### config.mk
export PLATFORM = sky130hd
export DESIGN_NAME = pc_fetch_ctrl_flat
export DESIGN_NICKNAME = d
export VERILOG_FILES = /design/src/rtl/pc_fetch_ctrl_if.sv /design/src/rtl/pc_fetch_ctrl.sv /design/src/flat_wrapper.sv
export SDC_FILE = /design/constraint.sdc
export NUM_CORES = 1
export LEC_CHECK = 0
export CORE_ASPECT_RATIO = 1.5
export CORE_MARGIN = 2
export CORE_UTILIZATION = 42
export CTS_BUF_LIST = sky130_fd_sc_hd__clkbuf_8 sky130_fd_sc_hd__clkbuf_16
export CTS_CLUSTER_DIAMETER = 200
export CTS_CLUSTER_SIZE = 12
export DETAILED_ROUTE_END_ITERATION = 16
export GPL_ROUTABILITY_DRIVEN = 0
export PLACE_DENSITY = 0.81
export SYNTH_ARGS = -nofsm -noshare
export SYNTH_HDL_FRONTEND = slang
export SYNTH_SLANG_ARGS = --single-unit
### constraint.sdc
create_clock -name clk -period 2.2 [get_ports clk]
set_input_delay 0.33 -clock clk [delete_from_list [all_inputs] [get_ports clk]]
set_output_delay 0.33 -clock clk [all_outputs]
set_load 0.1 [all_outputs]
### src/rtl/pc_fetch_ctrl_if.sv
// Instruction-memory fetch bus: request/grant plus read-data-valid return.
interface pc_fetch_ctrl_if;
    logic        imem_req;
    logic [31:0] imem_addr;
    logic        imem_gnt;
    logic        imem_rvalid;
    logic [31:0] imem_rdata;

    // Fetch controller side
    modport master (
        output imem_req,
        output imem_addr,
        input  imem_gnt,
        input  imem_rvalid,
        input  imem_rdata
    );

    // Instruction memory side
    modport slave (
        input  imem_req,
        input  imem_addr,
        output imem_gnt,
        output imem_rvalid,
        output imem_rdata
    );
endinterface

### src/rtl/pc_fetch_ctrl.sv
// pc_fetch_ctrl: owns the architectural PC, fetches the word at pc over the
// imem req/gnt/rvalid handshake, holds it for decode and loads npc_in on retire.
// Optional build macro FETCH_TIMEOUT_EN adds an S_WAIT watchdog (err_code 11).
module pc_fetch_ctrl #(
    parameter logic [31:0] RESET_PC       = 32'h0000_3000,
    parameter logic [31:0] IMEM_BASE      = 32'h0000_3000,
    parameter int unsigned IMEM_WORDS     = 4096,
    parameter int unsigned TIMEOUT_CYCLES = 16
) (
    input  logic               clk,
    input  logic               reset,
    pc_fetch_ctrl_if.master    imem,
    input  logic [31:0]        npc_in,
    input  logic               instr_ready,
    output logic [31:0]        pc,
    output logic [31:0]        instr,
    output logic               instr_valid,
    output logic               fetch_err,
    output logic [1:0]         err_code,
    output logic [31:0]        retire_cnt
);

    // One past the last legal byte address; 33 bits so the sum cannot wrap
    localparam logic [32:0] IMEM_LIMIT = 33'(IMEM_BASE) + (33'(IMEM_WORDS) << 2);

    localparam logic [1:0] ERR_MISALIGN = 2'b01;
    localparam logic [1:0] ERR_RANGE    = 2'b10;

    // Watchdog limit must fit the 5-bit counter
    if (TIMEOUT_CYCLES < 1 || TIMEOUT_CYCLES > 31) begin : g_bad_timeout
        $error("pc_fetch_ctrl: TIMEOUT_CYCLES must be in 1..31");
    end

    typedef enum logic [2:0] {
        S_IDLE = 3'd0,
        S_REQ  = 3'd1,
        S_WAIT = 3'd2,
        S_HOLD = 3'd3,
        S_ERR  = 3'd4
    } state_e;

    state_e      state_q;
    logic [31:0] pc_q;
    logic        req_q;
    logic [31:0] instr_q;
    logic        valid_q;
    logic        err_q;
    logic [1:0]  code_q;
    logic [31:0] retire_q;

    logic        npc_misaligned_c;
    logic        npc_out_of_range_c;

`ifdef FETCH_TIMEOUT_EN
    localparam logic [4:0] WD_LAST = 5'(TIMEOUT_CYCLES - 1);
    localparam logic [1:0] ERR_TIMEOUT = 2'b11;
    logic [4:0] wd_q;
`endif

    // Legality of the next PC presented at retire time
    assign npc_misaligned_c   = (npc_in[1:0] != 2'b00);
    assign npc_out_of_range_c = (npc_in < IMEM_BASE) || ({1'b0, npc_in} >= IMEM_LIMIT);

    // Fetch sequencer: state, PC, request, held instruction, fault and retire count
    always_ff @(posedge clk or negedge reset) begin
        if (!reset) begin
            state_q  <= S_IDLE;
            pc_q     <= RESET_PC;
            req_q    <= 1'b0;
            instr_q  <= 32'h0;
            valid_q  <= 1'b0;
            err_q    <= 1'b0;
            code_q   <= 2'b00;
            retire_q <= 32'h0;
`ifdef FETCH_TIMEOUT_EN
            wd_q     <= 5'd0;
`endif
        end else begin
            unique case (state_q)
                S_IDLE: begin
                    req_q   <= 1'b1;
                    state_q <= S_REQ;
                end
                S_REQ: begin
                    // Any rvalid seen here belongs to no request of ours
                    if (imem.imem_gnt) begin
                        req_q   <= 1'b0;
                        state_q <= S_WAIT;
`ifdef FETCH_TIMEOUT_EN
                        wd_q    <= 5'd0;
`endif
                    end
                end
                S_WAIT: begin
                    if (imem.imem_rvalid) begin
                        instr_q <= imem.imem_rdata;
                        valid_q <= 1'b1;
                        state_q <= S_HOLD;
                    end
`ifdef FETCH_TIMEOUT_EN
                    else if (wd_q == WD_LAST) begin
                        err_q   <= 1'b1;
                        code_q  <= ERR_TIMEOUT;
                        state_q <= S_ERR;
                    end else begin
                        wd_q <= wd_q + 5'd1;
                    end
`endif
                end
                S_HOLD: begin
                    if (instr_ready) begin
                        valid_q  <= 1'b0;
                        retire_q <= retire_q + 32'd1;
                        if (npc_misaligned_c) begin
                            err_q   <= 1'b1;
                            code_q  <= ERR_MISALIGN;
                            state_q <= S_ERR;
                        end else if (npc_out_of_range_c) begin
                            err_q   <= 1'b1;
                            code_q  <= ERR_RANGE;
                            state_q <= S_ERR;
                        end else begin
                            pc_q    <= npc_in;
                            req_q   <= 1'b1;
                            state_q <= S_REQ;
                        end
                    end
                end
                S_ERR: begin
                    // Terminal until reset; everything already parked
                    req_q   <= 1'b0;
                    valid_q <= 1'b0;
                end
                default: begin
                    req_q   <= 1'b0;
                    valid_q <= 1'b0;
                    state_q <= S_IDLE;
                end
            endcase
        end
    end

    assign imem.imem_req  = req_q;
    assign imem.imem_addr = pc_q;
    assign pc             = pc_q;
    assign instr          = instr_q;
    assign instr_valid    = valid_q;
    assign fetch_err      = err_q;
    assign err_code       = code_q;
    assign retire_cnt     = retire_q;

endmodule

### src/flat_wrapper.sv
// flat-port wrapper written by rule: the top's interface ports become plain ports
module pc_fetch_ctrl_flat 
#(
    parameter logic [31:0] RESET_PC       = 32'h0000_3000,
    parameter logic [31:0] IMEM_BASE      = 32'h0000_3000,
    parameter int unsigned IMEM_WORDS     = 4096,
    parameter int unsigned TIMEOUT_CYCLES = 16
)
  (clk, reset, npc_in, instr_ready, pc, instr, instr_valid, fetch_err, err_code, retire_cnt, imem_imem_req, imem_imem_addr, imem_imem_gnt, imem_imem_rvalid, imem_imem_rdata);
  pc_fetch_ctrl_if imem_i ();
  input  logic clk;
  input  logic reset;
  input  logic [31:0] npc_in;
  input  logic instr_ready;
  output logic [31:0] pc;
  output logic [31:0] instr;
  output logic instr_valid;
  output logic fetch_err;
  output logic [1:0] err_code;
  output logic [31:0] retire_cnt;
  output wire logic [$bits(imem_i.imem_req)-1:0] imem_imem_req;
  output wire logic [$bits(imem_i.imem_addr)-1:0] imem_imem_addr;
  input wire logic [$bits(imem_i.imem_gnt)-1:0] imem_imem_gnt;
  input wire logic [$bits(imem_i.imem_rvalid)-1:0] imem_imem_rvalid;
  input wire logic [$bits(imem_i.imem_rdata)-1:0] imem_imem_rdata;
  assign imem_imem_req = imem_i.imem_req;
  assign imem_imem_addr = imem_i.imem_addr;
  assign imem_i.imem_gnt = imem_imem_gnt;
  assign imem_i.imem_rvalid = imem_imem_rvalid;
  assign imem_i.imem_rdata = imem_imem_rdata;
  pc_fetch_ctrl #(.RESET_PC(RESET_PC), .IMEM_BASE(IMEM_BASE), .IMEM_WORDS(IMEM_WORDS), .TIMEOUT_CYCLES(TIMEOUT_CYCLES)) u_core (.clk(clk), .reset(reset), .imem(imem_i), .npc_in(npc_in), .instr_ready(instr_ready), .pc(pc), .instr(instr), .instr_valid(instr_valid), .fetch_err(fetch_err), .err_code(err_code), .retire_cnt(retire_cnt));
endmodule
==> out/metrics.csv, run 1 <==
stage,metric,value,unit
clocking,Post CTS Setup Buffer Count,0,
route,vias per inst,4.79,
placed_design,HPWL Detailed,8120,um
sta,final cycle utilization of the critical path,86.1,%
power,pwr dens,1280,mW/mm^2
cells_and_area,Post-Layout Cell Count,687,
synthesis,syn nets,423,
grt,first-pass GRT wire length,16400,um
route,Post-route DRC,0,
power,sw power,4.22,mW
setup_path,crit path capture type,flip-flop,
clocking,post_cts resized,0,
clocking,Root Driver,clkbuf_16,
setup_path,Slowest Stage Delay on Critical Path,560,ps
floorplanning,die area,0.0115,sq mm
cells_and_area,ant diodes,0,
clocking,CTS tree,yes,
synthesis,Unique masters post-synth,41,
sta,Fmax,528,MHz
grt,initial antenna violation count,0,
route,DRT iter0 DRCs,108,
setup_path,worst r2r dst,u_core.retire_cnt[23],
power,VDD IR max,0.642,mV
floorplanning,Core Region,0.0105,sq mm
floorplanning,die width,88.4,um
route,WL final,10400,um
clocking,maximum buffer depth of the clock tree,2,
power,combinational share of power,50.4,%
clocking,Clock Latency Late Sink,340,ps
setup_path,WP buf/inv,1,
route,total number of vias,3290,
floorplanning,row count,46,
route,first drt pass iteration count,4,
sta,final slew viol count,0,
power,Sw Ratio,50.6,%
setup_path,critical-path cell list,"nand4b_4, or4b_1, buf_4, nor3_1, xor2_1",
sta,fin crit period,1890,ps
power,power consumption,8.34,mW
grt,M3 GR Usage,5.28,%
setup_path,CP arrival,2160,ps
clocking,Num Clock Sinks,104,
setup_path,Top Family by Delay on Critical Path,simple AND/OR/NAND/NOR gates,
synthesis,Synth Warn #,0,
cells_and_area,Finished Core Util,62.3,%
setup_path,FF-to-FF setup slack,310,ps
setup_path,Critical Path Start Type,flip-flop,
setup_path,reg2reg start,u_core.state_q[0],
clocking,clock transition at the registers of the reported paths,70,ps
sta,final hold viol count,0,
power,Clk pwr share,18.4,%
grt,largest net degree at the start of global routing,46,
setup_path,CP Launch Point,u_core.state_q[0],
synthesis,"Cell Area, Synth",0.00449,sq mm
synthesis,"FF+latch count, synth",104,
floorplanning,Starting Density,42.8,%
synthesis,async set or reset register ratio after synthesis,100,%
cells_and_area,fin nets,608,
cells_and_area,layout cell share with drive strength beyond 1,44.2,%
synthesis,Cells after Synth,353,
cells_and_area,area delta synth->final,45.4,%
status,outcome,"finished, final reports clean",
grt,grt ovf,0,
power,P_int,4.12,mW
grt,gr busiest metal,met2,
setup_path,Worst path slowest cell,dfrtp_1,
grt,routing usage on met1,22.2,%
placed_design,placed insts,670,
min_path,HP Class,reg2reg,
setup_path,worst-path fanout max,9,
synthesis,"Avg Cell Area, Syn",12.7,sq um
sta,Slew Limit Headroom,61.3,%
setup_path,Worst Path Required,2460,ps
cells_and_area,Sequential Area,0.00263,sq mm
grt,vias in the first global route,3350,
clocking,H-tree depth,3,
synthesis,top_reg_cell synth,dfrtp_1,
clocking,Num CTS Buffers,9,
setup_path,Crit Path Class,reg2reg,
flow_run,max_cap viols,0,
sta,worst-margin pin slew,581,ps
cells_and_area,multi-input logic area,0.00157,sq mm
route,Antenna Nets Post-Route,0,
synthesis,number of synthesized flops with an enable pin,0,
power,Sequential Power Share,31.2,%
floorplanning,# IOs,202,
power,Pleak,3.19,nW
setup_path,R2R depth,5,
floorplanning,Die Height,131,um
sta,clock skew,8.84,ps
synthesis,sequential area share after synthesis,58.1,%
grt,GRT met2 Usage,31.9,%
route,wire per inst,15.2,um
setup_path,Crit. path cell count,5,
sta,RSZ-0062 raised after global routing,no,
sta,Final Setup Violations,0,
cells_and_area,fillers,858,
placed_design,Port Buffers,201,
setup_path,Setup crit end,u_core.retire_cnt[23],
grt,Total GRT Usage,18.5,%
sequential cells by signal, indices dropped and copies added, names as in the netlist:
signal	flops
u_core.imem.imem_addr	32
u_core.fetch_err	1
u_core.instr_valid	1
u_core.state_q	3
u_core.imem.imem_req	1
u_core.err_code	2
u_core.instr	32
u_core.retire_cnt	32
cells in the final DEF, fill, tap and decap left out, types with 2 or more instances in the layout:
cell type	instances
nand2b_1	2
clkdlybuf4s50_1	67
and3_1	2
nor4_4	2
nor4_1	11
nand2_1	21
dfrtp_1	85
nand3_1	11
inv_1	6
xnor2_1	15
nand4_1	6
and4_1	4
nor2_1	9
clkinvlp_4	3
dfstp_2	2
buf_4	149
mux2_2	46
buf_12	2
xor2_1	16
nor3_1	9
and2_1	2
nor2b_1	19
a21oi_1	5
clkbuf_16	9
dfrtp_2	17
how the worst min path moves through the flow:
stage	from	to	cells after the start	slack, ps
6_report	u_core.retire_cnt[13]	u_core.retire_cnt[13]	1	480
5_1_grt	u_core.retire_cnt[19]	u_core.retire_cnt[19]	1	500
4_1_cts	u_core.retire_cnt[13]	u_core.retire_cnt[13]	1	480
3_3_place_gp	reset	u_core.instr[31]	1	360
2_1_floorplan	reset	u_core.err_code[0]	0	30
3_5_place_dp	reset	u_core.instr[31]	1	370
through the flow:
step / cell area (sq um) / worst slack (ps) / TNS [ps] / hold WS [ps]
5_1_grt: 6520 / 163 / 0 / 496
3_5_place_dp: 6220 / -65.9 / -119 / 369
3_3_place_gp: 6220 / -13.5 / -13.5 / 361
4_1_cts: 6520 / 293 / 0 / 484
6_report: 6520 / 305 / 0 / 483
2_1_floorplan: 4510 / 3.01 / 0 / 34.4
kinds of logic after synthesis:
| group | after synthesis | share of synthesized area [%] |
|---|---|---|
| adders and majority gates | 1 | 0.279 |
| buffers and inverters | 51 | 7.53 |
| and+or+nand+nor | 110 | 15.1 |
| xor gates and xnor gates | 31 | 6.05 |
| DFF | 104 | 58.1 |
| AOI/OAI and AO/OA | 9 | 1.25 |
| muxes | 47 | 11.8 |
layer usage:
metal	vias up	part of all wire (%)
met3	14	6.4
li1	1546	-
met5	-	0
met2	126	54
met4	0	1.8
met1	1604	38
synthesized netlist by cell type, types with 2 or more instances:
cell        n  share of area, %
nand3_1    11               1.2
clkbuf_1    4              0.33
dfstp_2     2               1.2
nor4_4      2              0.95
buf_6       2              0.50
xnor2_1    15               2.9
nor2b_1    19               2.6
inv_1       6              0.50
dfrtp_1   102                57
xor2_1     16               3.1
nand4_1     6              0.84
nor2_1      9              0.75
mux2_2     46                12
nand2_1    21               1.8
nand2b_1    2              0.28
buf_4      33               5.5
and2_1      2              0.28
and4_1      4              0.78
nor3_2      2              0.45
nor3_1      9               1.0
nor4_1     11               1.5
and3_1      2              0.28
buf_2       5              0.56
a21oi_1     5              0.56
cell type report:
cell class	instances	area share, %
well taps	144	2.76
clock buffers	10	3.66
repair buffers	219	28.2
inverters	6	0.345
clock inverters	6	0.786
multi-input cells	198	24.0
flip-flops and latches	104	40.3
power by group through the flow:
stage / registers (mW) / clock network, mW / logic [mW]
after CTS: 2.61 / 1.57 / 4.24
after global routing: 2.66 / 1.66 / 4.35
final: 2.60 / 1.53 / 4.20
after detailed placement: 2.65 / 0 / 4.24
after global placement: 2.61 / 0 / 4.19
after floorplan: 5.24 / 0 / 0.630
worst register-to-register path, cell delays in order, from the launching register on:
cell and delay [ps]:
dfrtp_1 560, nand4b_4 140, or4b_1 540, buf_4 190
nor3_1 220, xor2_1 170
what timing repair did:
action                                 in CTS  in global routing
hold buffers                                1                  0
endpoints found under the hold margin       1                  0
setup endpoints to repair                   0                  0
No activity file was read; power rests on OpenSTA's default activity.
==> run 2, diff against run 1 <==
--- a/config.mk
+++ b/config.mk
@@ -5,6 +5,7 @@
 export SDC_FILE = /design/constraint.sdc
 export NUM_CORES = 1
 export LEC_CHECK = 0
+export CAP_MARGIN = 10
 export CORE_ASPECT_RATIO = 1.5
 export CORE_MARGIN = 2
 export CORE_UTILIZATION = 42
==> results of run 2 <==
The final DEF is identical to that of run 1; final timing and power are the same.
